File: config.mk
export PLATFORM = sky130hd
export DESIGN_NAME = vertex_buffer
export DESIGN_NICKNAME = d
export VERILOG_FILES = /design/src/rtl/vertex_pkg.sv /design/src/rtl/vertex_slot.sv /design/src/rtl/vertex_buffer.sv
export SDC_FILE = /design/constraint.sdc
export NUM_CORES = 1
export LEC_CHECK = 0
export ABC_AREA = 1
export CAP_MARGIN = 20
export CORE_MARGIN = 2
export CORE_UTILIZATION = 36
export DETAILED_ROUTE_END_ITERATION = 8
export PLACE_DENSITY = 0.65
export SLEW_MARGIN = 20
export SYNTH_ARGS = -nofsm -noshare
export SYNTH_HDL_FRONTEND = slang
export SYNTH_SLANG_ARGS = --single-unit
export TNS_END_PERCENT = 10
File: constraint.sdc
create_clock -name clk -period 2.3 [get_ports clk]
set_input_delay 0.46 -clock clk [delete_from_list [all_inputs] [get_ports clk]]
set_output_delay 0.46 -clock clk [all_outputs]
set_load 0.02 [all_outputs]
File: src/rtl/vertex_pkg.sv
// rtl/vertex_pkg.sv - shared state, slot-select encodings and key compare for vertex_buffer
package vertex_pkg;

  localparam int DEF_CW    = 3;
  localparam int DEF_NV    = 3;
  localparam int KEY_MAX_W = 32;

  typedef enum logic {
    ST_LOAD = 1'b0,
    ST_HOLD = 1'b1
  } state_t;

  typedef enum logic [1:0] {
    SEL_HOLD  = 2'd0,
    SEL_NEW   = 2'd1,
    SEL_SHIFT = 2'd2,
    SEL_CLEAR = 2'd3
  } slot_sel_t;

  // Keys are {Y,X}, so a plain unsigned compare makes Y the major key.
  function automatic logic key_gt(input logic [KEY_MAX_W-1:0] a,
                                  input logic [KEY_MAX_W-1:0] b);
    return a > b;
  endfunction

endpackage

File: src/rtl/vertex_slot.sv
// rtl/vertex_slot.sv - one {Y,X} vertex register with hold/load/shift/clear next-value mux
module vertex_slot
  import vertex_pkg::*;
#(
  parameter int W = 6
) (
  input  logic         clk,
  input  logic         rst,
  input  slot_sel_t    sel,
  input  logic [W-1:0] new_val,
  input  logic [W-1:0] below_val,
  output logic [W-1:0] q
);

  always_ff @(posedge clk or negedge rst) begin
    if (!rst) begin
      q <= '0;
    end else begin
      case (sel)
        SEL_NEW:   q <= new_val;
        SEL_SHIFT: q <= below_val;
        SEL_CLEAR: q <= '0;
        default:   q <= q;
      endcase
    end
  end

endmodule

File: src/rtl/vertex_buffer.sv
// rtl/vertex_buffer.sv - NV-vertex frame store, LOAD/HOLD handshake; VERTEX_SORT_EN enables insertion sort by {Y,X}
module vertex_buffer
  import vertex_pkg::*;
#(
  parameter  int CW   = DEF_CW,
  parameter  int NV   = DEF_NV,
  localparam int KW   = 2 * CW,
  localparam int CNTW = $clog2(NV + 1)
) (
  input  logic             clk,
  input  logic             rst,
  input  logic             in_valid,
  output logic             in_ready,
  input  logic [CW-1:0]    Xi,
  input  logic [CW-1:0]    Yi,
  input  logic             flush,
  output logic             out_valid,
  input  logic             out_ready,
  output logic [NV*KW-1:0] P,
  output logic [CNTW-1:0]  count
);

  state_t          state, state_nxt;
  logic [CNTW-1:0] cnt_nxt;
  logic [KW-1:0]   new_key;
  logic [KW-1:0]   slot_q [NV];
  logic [KW-1:0]   below  [NV];
  slot_sel_t       sel    [NV];
  logic            accept, consume;

  assign new_key   = {Yi, Xi};
  assign in_ready  = (state == ST_LOAD);
  assign out_valid = (state == ST_HOLD);
  assign accept    = in_valid && in_ready;
  assign consume   = out_valid && out_ready;

  always_comb begin
    state_nxt = state;
    cnt_nxt   = count;
    if (flush || consume) begin
      state_nxt = ST_LOAD;
      cnt_nxt   = '0;
    end else if (accept) begin
      cnt_nxt = count + 1'b1;
      if (count == CNTW'(NV - 1)) state_nxt = ST_HOLD;
    end
  end

  always_ff @(posedge clk or negedge rst) begin
    if (!rst) begin
      state <= ST_LOAD;
      count <= '0;
    end else begin
      state <= state_nxt;
      count <= cnt_nxt;
    end
  end

`ifdef VERTEX_SORT_EN
  // gt[k]: occupied slot k sorts after the incoming vertex and must move up.
  logic [NV-1:0] gt;
  logic [NV-1:0] gt_below;

  always_comb begin
    gt = '0;
    for (int k = 0; k < NV; k++) begin
      gt[k] = (CNTW'(k) < count) &&
              key_gt(KEY_MAX_W'(slot_q[k]), KEY_MAX_W'(new_key));
    end
  end

  assign gt_below = {gt[NV-2:0], 1'b0};
`endif

  always_comb begin
    for (int k = 0; k < NV; k++) begin
      sel[k] = SEL_HOLD;
      if (flush || consume) begin
        sel[k] = SEL_CLEAR;
      end else if (accept) begin
`ifdef VERTEX_SORT_EN
        if (gt_below[k])                         sel[k] = SEL_SHIFT;
        else if (gt[k] || CNTW'(k) == count)     sel[k] = SEL_NEW;
`else
        if (CNTW'(k) == count)                   sel[k] = SEL_NEW;
`endif
      end
    end
  end

  for (genvar k = 0; k < NV; k++) begin : g_slot
    if (k == 0) begin : g_first
      assign below[k] = '0;
    end else begin : g_rest
      assign below[k] = slot_q[k-1];
    end

    vertex_slot #(.W(KW)) u_slot (
      .clk       (clk),
      .rst       (rst),
      .sel       (sel[k]),
      .new_val   (new_key),
      .below_val (below[k]),
      .q         (slot_q[k])
    );

    assign P[k*KW +: KW] = slot_q[k];
  end

endmodule

* After elaboration in Yosys (flattened, before gate mapping)
Index checks and enable logic that the tools add are counted.
** Storage, ports and cells
- Flip-flop bits (word level) :: 21
- Input bits :: 11
- Output and inout port bits :: 22
- Logic and storage cells :: 47
** Operators by class
- $add $sub $neg :: 1
- Equality and inequality tests :: 12
- Muxes and demuxes :: 17
- Bitwise gates (word level) :: 1
- Reduce and logical (&&, ||, !) cells :: 11
** Operator list (number)
- one-hot mux 6 bit (3 select lines) :: 2
- == test 2 bit, second input constant :: 7
- one-hot mux 6 bit (2 select lines) :: 1
- 2-to-1 mux 2 bit :: 5
- 2-to-1 mux 1 bit :: 9
- == test 2 x 1 -> 1 bit, second input constant :: 3
- nonzero test 2 bit :: 3
- nonzero test 3 bit :: 2
- adder 2 x 1 -> 2 bit, second input constant :: 1
- == test 1 x 2 -> 1 bit, first input constant :: 1
- == test 2 bit, first input constant :: 1
- logical AND 1 bit :: 2
- logical NOT 2 bit :: 1
- AND reduction 2 bit :: 1
- OR reduction 2 bit :: 1
- logical OR 1 bit :: 1
- NOT 1 bit :: 1

* Longest topological paths before layout
Gate-level depths: netlist (run 1).
- Depth in word-level cells :: 7
- Gate-level depth with buffers :: 6
- Gate-level depth less buffers :: 6

* Hierarchy
A second synthesis (run 1) with hierarchy kept.
** Second synthesis, totals
- Cell total of the unflattened synthesis :: 134
- Area total of the unflattened synthesis :: 1117.3 um^2
** By module, submodules not included
- vertex_slot :: times used 3, cells an instance 35, area an instance 296.5 um^2, sequential area each 150.1 um^2
- vertex_buffer :: times used 1, cells an instance 29, area an instance 227.7 um^2, sequential area each 75.1 um^2

* Worst setup path after synthesis (run 1)
OpenSTA, ideal clock, no wires.
- Path kind :: register to register
- From :: reg count[0]
- To :: reg g_slot[2].u_slot.q[0]
- Library setup time :: 0.117 ns
- Arrival time :: 1.095 ns
- Data required time :: 2.183 ns
- Setup slack :: 1.088 ns
- Stages on the path, launching flop included :: 7
- Buffers on the path :: 0
- Clock period less this slack :: 1.212 ns
- Cell sequence :: dfrtp_1 inv_1 ha_1 nand3_4 clkinv_4 nand2_1 nand2_1
** On the way
- Word-level cells in the longest chain between the ends :: 6
- Elaborated cells on any way between the ends :: 9
- Those cells by class :: 4 x eq/ne; 4 x mux; 1 x reduce/logical
** RTL lines
- start, declared :: line vertex_buffer.sv:20 : output logic [CNTW-1:0] count
- start signal, assigned :: line vertex_buffer.sv:55 : count <= cnt_nxt;
- == test 2 bit (*) :: line vertex_buffer.sv:85 : if (CNTW'(k) == count) sel[k] = SEL_NEW;
- 2-to-1 mux 1 bit (*) :: line vertex_buffer.sv:85
- 2-to-1 mux 1 bit (*) :: line vertex_buffer.sv:80 : end else if (accept) begin
- 2-to-1 mux 2 bit (*) :: line vertex_buffer.sv:78 : if (flush || consume) begin
- == test 2 bit or == test 2 x 1 -> 1 bit (tied branches) :: line vertex_slot.sv:19 : case (sel)
- one-hot mux 6 bit (3 select lines) or nonzero test 3 bit (tied branches)
- end signal, assigned :: line vertex_slot.sv:20 : SEL_NEW: q <= new_val;
- end signal, assigned :: line vertex_slot.sv:21 : SEL_SHIFT: q <= below_val;
- end signal, assigned :: line vertex_slot.sv:23 : default: q <= q;
- end, declared :: line vertex_slot.sv:12 : output logic [W-1:0] q
Mark *: on every way between the ends. The rest lies on a longest branch, timed or not.
A chain may end at the register's enable or synchronous reset.

* Worst setup path after layout (run 1)
- From :: reg state, in the netlist out_valid
- To :: out in_ready
** On the way
- Word-level cells in the longest chain between the ends :: 1
** RTL lines
- start, declared :: line vertex_buffer.sv:23 : state_t state, state_nxt;
- start signal, assigned :: line vertex_buffer.sv:54 : state <= state_nxt;
- NOT 1 bit :: line vertex_buffer.sv:32 : assign in_ready = (state == ST_LOAD);
- end, declared :: line vertex_buffer.sv:13 : output logic in_ready,
Every way passes these cells.

==> flow_metrics.env, run 1 <==
export IMPL_clock_fmax_mhz=493
export IMPL_drcViolationCount=0
export IMPL_wire_per_inst_um=12.2
export IMPL_grt_max_degree=22
export IMPL_worstSetupPathType="flop to output pin"
export IMPL_max_cap_violations=0
export IMPL_syn_inst=115
export IMPL_grt_ovfl_total=0
export IMPL_slowest_delay_ns=0.63
export IMPL_synth_cell_area_um2=991
export IMPL_cp_slowest_cell="clkdlybuf4s50_1"
export IMPL_path_clk_slew_ns=0.11
export IMPL_synth_seq_cells=21
export IMPL_core_area_mm2=0.00269
export IMPL_ant_nets=0
export IMPL_yosys_warnings=0
export IMPL_worst_pin_slew_ns=0.362
export IMPL_finalCritPeriodShare=0.882
export IMPL_start_kind="flop"
export IMPL_worst_ir_drop_vdd_v=0.000397
export IMPL_clockBufferDepth=2
export IMPL_cp_arrival_ns=1.57
export IMPL_numCtsBuffers=3
export IMPL_die_area_mm2=0.00319
export IMPL_fin_util=0.514
export IMPL_initialDrtViolationCount=23
export IMPL_finClkSkew_ns=0.00268
export IMPL_period_minus_slack_ns=2.03
export IMPL_via_count=865
export IMPL_die_w_um=56.5
export IMPL_dp_slack_ns=0.616
export IMPL_synth_nets=129
export IMPL_drt_vias_per_instance=4.75
export IMPL_synthDistinctLibCells=13
export IMPL_p_per_area_mw_per_mm2=545
export IMPL_dp_hpwl_mm=1.65
export IMPL_setup_ws_ns=0.270
export IMPL_critPathCaptureType="output pin"
export IMPL_cts_sinks=21
export IMPL_start_util=0.369
export IMPL_grt_first_pass_wirelength_mm=3.99
export IMPL_hold_path_class="primary input to asynchronous set/reset pin"
export IMPL_rows=19
export IMPL_grt_use_total=0.162
export IMPL_slew_limit_headroom=0.758
export IMPL_cts_tree="done"
export IMPL_io_buffers=32
export IMPL_setup_viol=0
export IMPL_worstPathCellList="inv_2 -> clkdlybuf4s50_1"
export IMPL_rsz0062_at_grt="false"
export IMPL_final_nets=166
export IMPL_diodes=0
export IMPL_total_leakage_power_nw=0.708
export IMPL_final_setup_tns_ns=0
export IMPL_drtPass1Iterations=4
export IMPL_area_delta_synth_final_pct=39.4
export IMPL_cts_root_buf="clkbuf_4"
export IMPL_ys_seq_area_frac=0.530
export IMPL_r2r_start="count[0]$_DFFE_PN0P_"
export IMPL_pin_count=33
export IMPL_htreeDepth=1
export IMPL_clock_latency_ns=0.30
export IMPL_path_max_fanout=6
export IMPL_antenna_found_initial=0
export IMPL_drv_slew=0
export IMPL_final_hold_viol_count=0
export IMPL_dpl_cell_area_mm2=0.00136
export IMPL_r2r_slack_ns=1.09
export IMPL_worstPathRequired_ns=1.84
export IMPL_gp_congestion=0.774
export IMPL_ctsHoldBuffers=0
export IMPL_syn_area_per_cell_um2=8.62
export IMPL_final_area_mm2=0.00138
export IMPL_die_h_um=56.5
export IMPL_status="completed"
export IMPL_cts_resized=0
export IMPL_layout_drive_gt1_share=0.0927
export IMPL_grt_pass1_vias=842
export IMPL_reg2reg_depth=6
export IMPL_drt_total_wl_mm=2.23
export IMPL_postCtsSetupBuffers=0
export IMPL_r2r_end="g_slot[2].u_slot.q[4]$_DFFE_PN0P_"
## critical path: cells and delay by family, from the launching register on
kind | cells | cell delay [ns]
buf+inv | 2 | 0.81
flops | 1 | 0.45
## where the power goes
part	leakage, nW	total, mW	internal (mW)	switching (mW)
sequential	0.288	0.402	0.389	0.0136
combinational	0.405	0.175	0.0756	0.0995
clock	0.0150	0.176	0.0676	0.108
## cell type report
class	instances	area, um2
fill	271	1310
tap	31	38.8
inverter	14	63.8
multi-input combinational	78	392
clock buffer	4	26.3
timing repair buffer	34	335
sequential	21	526
## metal layers
metal  track usage  vias up  share of wire
met5             0        -              0
met4        0.0714        0          0.019
met3        0.0276        4          0.048
met2         0.238       24           0.47
met1         0.234      403           0.46
li1              -      434              -
## worst max-delay path by stage
stage	from	endpoint	slack (ns)	cells after the start
floorplan	count[0]$_DFFE_PN0P_	g_slot[2].u_slot.q[0]$_DFFE_PN0P_	1.09	6
CTS	out_valid$_DFFE_PN0P_	in_ready	0.27	2
global placement	out_valid$_DFFE_PN0P_	in_ready	0.64	2
finish	out_valid$_DFFE_PN0P_	in_ready	0.27	2
global route	out_valid$_DFFE_PN0P_	in_ready	0.21	2
detailed placement	out_valid$_DFFE_PN0P_	in_ready	0.62	2
## cell families (layout without fill, tap and decap cells)
family	count (synthesis)	in the layout	synth area share
AO/OA/AOI/OAI	3	3	0.0151
adder cells (fa/ha/maj)	3	3	0.0379
buffers and inverters	16	52	0.0745
flip-flops	21	21	0.530
AND/OR/NAND/NOR	72	72	0.342
## Yosys cell counts
cell | n | area share
inv_1 | 9 | 0.034
dfrtp_1 | 21 | 0.53
nand2_1 | 42 | 0.16
clkinv_4 | 2 | 0.018
clkinv_2 | 1 | 0.0050
nand3_4 | 3 | 0.053
buf_2 | 2 | 0.010
a21oi_1 | 3 | 0.015
inv_2 | 2 | 0.0076
nor2_2 | 1 | 0.0063
nor2_1 | 6 | 0.023
nand3_1 | 20 | 0.10
ha_1 | 3 | 0.038
## cell usage in the layout, fill, tap and decap left out, drive strengths merged
cell | Yosys | layout
a21oi | 3 | 3
clkdlybuf4s50 | 0 | 32
ha | 3 | 3
nand2 | 42 | 42
dfrtp | 21 | 21
clkinv | 3 | 3
buf | 2 | 2
nor2 | 7 | 7
inv | 11 | 11
clkbuf | 0 | 4
nand3 | 23 | 23
## state kept, by name, summed over array words and instances, names as in the netlist
signal	count
out_valid	1
g_slot.u_slot.q	18
count	2
## metrics by stage
step	total power [mW]	instances	hold slack [ns]
floorplan	0.500	115	0.164
global placement	0.585	178	0.496
detailed placement	0.587	178	0.494
CTS	0.763	182	0.491
global route	0.801	182	0.501
finish	0.753	182	0.489
Power figures use the tool's default switching activity.
==> inputs of run 2 (changes only) <==
CORE_ASPECT_RATIO = 0.9   (was default)
RECOVER_POWER = 50   (was default)
==> run 2 against run 1 <==
Effect of this change:
- total power shrank 1.2%
- count of clock-buffer cells in the layout stayed put
- via count shrank 1.0%
- largest power group unchanged
- clock power barely moved
- final cell count shrank 0.55%
- clock skew about the same
- critical endpoint unchanged
- sequential share of layout area is 1.1 points higher
==> flow_metrics.env, run 2 (synthesis results as in run 1) <==
export IMPL_reg2reg_depth=6
export IMPL_drcViolationCount=0
export IMPL_grt_first_pass_wirelength_mm=3.86
export IMPL_io_buffers=32
export IMPL_swShare=0.293
export IMPL_grt_use_total=0.167
export IMPL_grt_pass1_vias=849
export IMPL_drtPass1Iterations=4
export IMPL_dp_hpwl_mm=1.75
export IMPL_cts_root_buf="clkbuf_4"
export IMPL_fin_util=0.500
export IMPL_via_count=856
export IMPL_area_delta_synth_final_pct=35.4
export IMPL_worst_ir_drop_vdd_v=0.000396
export IMPL_gp_congestion=0.797
export IMPL_start_kind="flop"
export IMPL_cts_resized=0
export IMPL_ctsHoldBuffers=0
export IMPL_die_w_um=59.3
export IMPL_start_util=0.370
export IMPL_antenna_found_initial=0
export IMPL_drt_total_wl_mm=2.33
export IMPL_r2r_end="g_slot[2].u_slot.q[3]$_DFFE_PN0P_"
export IMPL_layout_drive_gt1_share=0.0662
export IMPL_final_nets=166
export IMPL_grt_max_degree=22
export IMPL_die_area_mm2=0.00319
export IMPL_hold_depth=2
export IMPL_setup_viol=0
export IMPL_r2r_slack_ns=0.76
export IMPL_hold_path_class="flop to flop"
export IMPL_drt_vias_per_instance=4.73
export IMPL_max_cap_violations=0
export IMPL_path_clk_slew_ns=0.11
export IMPL_diodes=0
export IMPL_clock_latency_ns=0.30
export IMPL_power_frac_comb=0.221
export IMPL_rsz0062_at_grt="false"
export IMPL_initialDrtViolationCount=18
export IMPL_cts_sinks=21
export IMPL_ant_nets=0
export IMPL_status="completed"
export IMPL_r2r_start="count[0]$_DFFE_PN0P_"
export IMPL_path_max_fanout=6
export IMPL_hold_start="g_slot[0].u_slot.q[0]$_DFFE_PN0P_"
export IMPL_cp_arrival_ns=1.52
export IMPL_cts_tree="done"
export IMPL_layout_common_cells="nand2_1 (42), clkdlybuf4s50_1 (30), nand3_1 (22)"
export IMPL_worstPathRequired_ns=1.84
export IMPL_worst_pin_slew_ns=1.09
export IMPL_die_h_um=53.8
export IMPL_period_minus_slack_ns=1.98
export IMPL_critPathCaptureType="output pin"
export IMPL_slew_limit_headroom=0.273
export IMPL_grt_ovfl_total=0
export IMPL_final_hold_viol_count=0
export IMPL_total_leakage_power_nw=0.689
export IMPL_pin_count=33
export IMPL_drv_slew=0
export IMPL_internal_power_mw=0.526
export IMPL_finClkSkew_ns=0.00267
export IMPL_core_area_mm2=0.00268
export IMPL_clock_fmax_mhz=505
export IMPL_largest_register="g_slot.u_slot.q"
export IMPL_p_sw_mw=0.218
export IMPL_htreeDepth=1
export IMPL_layout_commonest_cell="nand2_1"
export IMPL_clockPowerShare=0.238
export IMPL_seqPwrFrac=0.541
export IMPL_rows=18
export IMPL_final_area_mm2=0.00134
export IMPL_clockBufferDepth=2
export IMPL_slowest_delay_ns=0.63
export IMPL_wire_per_inst_um=12.9
export IMPL_postCtsSetupBuffers=0
export IMPL_worstPathCellList="inv_2 -> clkdlybuf4s50_1"
export IMPL_largest_register_ffs=18
export IMPL_dpl_cell_area_mm2=0.00135
export IMPL_final_setup_tns_ns=0
export IMPL_p_per_area_mw_per_mm2=555
export IMPL_total_power_mw=0.744
export IMPL_hold_ws_ns=0.524
export IMPL_cp_slowest_cell="clkdlybuf4s50_1"
export IMPL_worstSetupPathType="flop to output pin"
export IMPL_fill_cells=262
export IMPL_whs_endpoint="g_slot[0].u_slot.q[0]$_DFFE_PN0P_"
export IMPL_numCtsBuffers=3
export IMPL_finalCritPeriodShare=0.862
[run 2: cell count changes in the layout (fill, tap and decap cells not counted), sizes merged]
cell           previous run  this run
clkdlybuf4s50            32        30
clkinv                    3         1
clkinvlp                  0         2
dlygate4sd3               0         2
buf                       2         1
clkbuf                    4         5
[run 2: area by class of cell]
class | count | area, um2 | area share
flip-flops and latches | 21 | 526 | 0.392
multi-input cells | 78 | 364 | 0.271
repair buffers | 34 | 332 | 0.247
inverters | 14 | 56.3 | 0.0420
well taps | 30 | 37.5 | 0.0280
clock buffers | 4 | 26.3 | 0.0196
[run 2: critical path: cells and delay by family, from the launching register on]
| kind | cells | cell delay (ns) |
|---|---|---|
| buf+inv | 2 | 0.77 |
| flops | 1 | 0.45 |
[run 2: per-stage QoR]
step / std cells / setup slack (ns)
floorplan: 115 / 1.09
global placement: 177 / 0.634
detailed placement: 177 / 0.582
CTS: 181 / 0.232
global route: 181 / 0.258
finish: 181 / 0.318
[run 2: worst max-delay path by stage]
stage / startpoint / depth (start not counted) / endpoint
floorplan: count[0]$_DFFE_PN0P_ / 6 / g_slot[2].u_slot.q[0]$_DFFE_PN0P_
global placement: out_valid$_DFFE_PN0P_ / 2 / in_ready
detailed placement: out_valid$_DFFE_PN0P_ / 2 / in_ready
CTS: out_valid$_DFFE_PN0P_ / 2 / in_ready
global route: out_valid$_DFFE_PN0P_ / 2 / in_ready
finish: out_valid$_DFFE_PN0P_ / 2 / in_ready
[run 2: routing by layer]
metal	up-vias	track usage	part of all wire
met4	0	0.0303	0.0043
li1	432	-	-
met2	22	0.253	0.47
met3	2	0.0697	0.064
met5	-	0	0
met1	400	0.225	0.46
[run 2: power by group through the flow]
stage,logic [mW],registers (mW),clock network (mW)
after CTS,0.177,0.403,0.183
final,0.165,0.403,0.177
after global routing,0.182,0.406,0.198
after detailed placement,0.177,0.410,0
after global placement,0.176,0.409,0
after floorplan,0.0670,0.433,0
==> inputs of run 3 (changes only) <==
PLACE_DENSITY = default   (was 0.65)
PLACE_DENSITY_LB_ADDON = 0.2   (was default)
TNS_END_PERCENT = 20   (was 10)
clock period = 1.6 ns   (was 2.3 ns; I/O delays follow)
==> run 3 against run 2 <==
Effect of this change:
- largest power group unchanged
- via count increased by 3.9%
- largest cell class unchanged
- register-to-register slack got worse by 0.58 ns
- clock power increased by 46%
- count of clock-buffer cells in the layout unchanged
- critical endpoint unchanged
- utilization decreased by 0.42 points
==> flow_metrics.env, run 3 (synthesis results as in run 1) <==
export IMPL_fin_util=0.496
export IMPL_die_w_um=59.3
export IMPL_setup_viol=0
export IMPL_clock_fmax_mhz=680
export IMPL_final_nets=167
export IMPL_slew_limit_headroom=0.240
export IMPL_path_max_fanout=5
export IMPL_drv_slew=0
export IMPL_drt_vias_per_instance=4.88
export IMPL_slowest_delay_ns=0.45
export IMPL_grt_first_pass_wirelength_mm=3.80
export IMPL_r2r_slack_ns=0.18
export IMPL_finClkSkew_ns=0.00526
export IMPL_via_count=889
export IMPL_start_kind="flop"
export IMPL_grt_pass1_vias=823
export IMPL_r2r_start="count[0]$_DFFE_PN0P_"
export IMPL_grt_use_total=0.159
export IMPL_die_area_mm2=0.00319
export IMPL_cts_root_buf="clkbuf_4"
export IMPL_dpl_cell_area_mm2=0.00136
export IMPL_drtPass1Iterations=4
export IMPL_whs_endpoint="g_slot[2].u_slot.q[3]$_DFFE_PN0P_"
export IMPL_pin_count=33
export IMPL_worstSetupPathType="flop to output pin"
export IMPL_cp_startpoint="out_valid$_DFFE_PN0P_"
export IMPL_finalCritPeriodShare=0.919
export IMPL_final_setup_tns_ns=0
export IMPL_cp_slowest_cell="dfrtp_1"
export IMPL_worstPathCellList="inv_2 -> dlygate4sd2_1"
export IMPL_diodes=0
export IMPL_core_area_mm2=0.00268
export IMPL_layout_drive_gt1_share=0.0855
export IMPL_hold_depth=2
export IMPL_period_minus_slack_ns=1.47
export IMPL_dp_hpwl_mm=1.73
export IMPL_largest_register="g_slot.u_slot.q"
export IMPL_grt_ovfl_total=0
export IMPL_drcViolationCount=0
export IMPL_layout_commonest_cell="nand2_1"
export IMPL_critPathCaptureType="output pin"
export IMPL_postCtsSetupBuffers=0
export IMPL_cts_tree="done"
export IMPL_hold_path_class="flop to flop"
export IMPL_dp_slack_ns=0.0704
export IMPL_numCtsBuffers=3
export IMPL_drt_total_wl_mm=2.30
export IMPL_power_frac_comb=0.210
export IMPL_rsz0062_at_grt="false"
export IMPL_reg2reg_depth=6
export IMPL_clockBufferDepth=2
export IMPL_die_h_um=53.8
export IMPL_layout_common_cells="nand2_1 (42), nand3_1 (21), dfrtp_1 (21)"
export IMPL_swShare=0.303
export IMPL_area_delta_synth_final_pct=34.2
export IMPL_worstPathRequired_ns=1.28
export IMPL_start_util=0.370
export IMPL_htreeDepth=1
export IMPL_max_cap_violations=0
export IMPL_rows=18
export IMPL_clock_latency_ns=0.30
export IMPL_total_leakage_power_nw=0.770
export IMPL_wire_per_inst_um=12.6
export IMPL_worst_pin_slew_ns=1.14
export IMPL_r2r_end="g_slot[2].u_slot.q[4]$_DFFE_PN0P_"
export IMPL_io_buffers=32
export IMPL_final_area_mm2=0.00133
export IMPL_grt_max_degree=22
export IMPL_initialDrtViolationCount=21
export IMPL_path_clk_slew_ns=0.12
export IMPL_antenna_found_initial=0
export IMPL_hold_start="g_slot[2].u_slot.q[3]$_DFFE_PN0P_"
export IMPL_final_hold_viol_count=0
export IMPL_p_sw_mw=0.320
export IMPL_p_per_area_mw_per_mm2=795
export IMPL_ant_nets=0
export IMPL_cp_arrival_ns=1.15
export IMPL_status="completed"
export IMPL_seqPwrFrac=0.546
export IMPL_cts_sinks=21
export IMPL_clockPowerShare=0.244
export IMPL_worst_ir_drop_vdd_v=0.000564
export IMPL_setup_ws_ns=0.129
export IMPL_largest_register_ffs=18
export IMPL_gp_congestion=0.771
export IMPL_internal_power_mw=0.737
[run 3: worst max path at each step]
stage                                              endpoint
final                                              in_ready
after global routing      g_slot[1].u_slot.q[0]$_DFFE_PN0P_
after CTS                                              P[8]
after detailed placement  g_slot[2].u_slot.q[4]$_DFFE_PN0P_
after global placement    g_slot[2].u_slot.q[2]$_DFFE_PN0P_
after floorplan           g_slot[2].u_slot.q[0]$_DFFE_PN0P_
[run 3: worst max-delay path: cells and delay by family (launching register included)]
family / cells / cell delay, ns
buf+inv: 2 / 0.39
flops: 1 / 0.45
[run 3: power groups by stage]
| stage | combinational [mW] | sequential [mW] | clock [mW] |
|---|---|---|---|
| CTS | 0.238 | 0.578 | 0.262 |
| global placement | 0.254 | 0.588 | 0 |
| detailed placement | 0.257 | 0.590 | 0 |
| finish | 0.222 | 0.577 | 0.258 |
| floorplan | 0.0963 | 0.622 | 0 |
| global route | 0.244 | 0.583 | 0.281 |
[run 3: per-stage QoR]
step | cells | power (mW) | hold slack (ns)
2_1_floorplan | 115 | 0.718 | 0.0244
3_3_place_gp | 178 | 0.842 | 0.492
3_5_place_dp | 178 | 0.846 | 0.493
4_1_cts | 182 | 1.08 | 0.350
5_1_grt | 182 | 1.11 | 0.548
6_report | 182 | 1.06 | 0.523
[run 3: per-layer routing]
layer,share of wire,GRT usage,up-vias
met2,0.48,0.266,30
met4,0.0061,0.0227,0
met3,0.061,0.0433,2
li1,-,-,438
met5,0,0,-
met1,0.45,0.213,419
[run 3: layout make-up]
type	instances	area [um2]
fillers	267	1350
flip-flops and latches	21	526
multi-input cells	78	379
repair buffers	35	302
inverters	14	60.1
well taps	30	37.5
clock buffers	4	26.3
[run 3: what timing repair did]
item	4_1_cts	5_1_grt
endpoints found under the hold margin	0	0
setup endpoints to repair	20	2
gates resized for setup	20	2
hold buffers	0	0
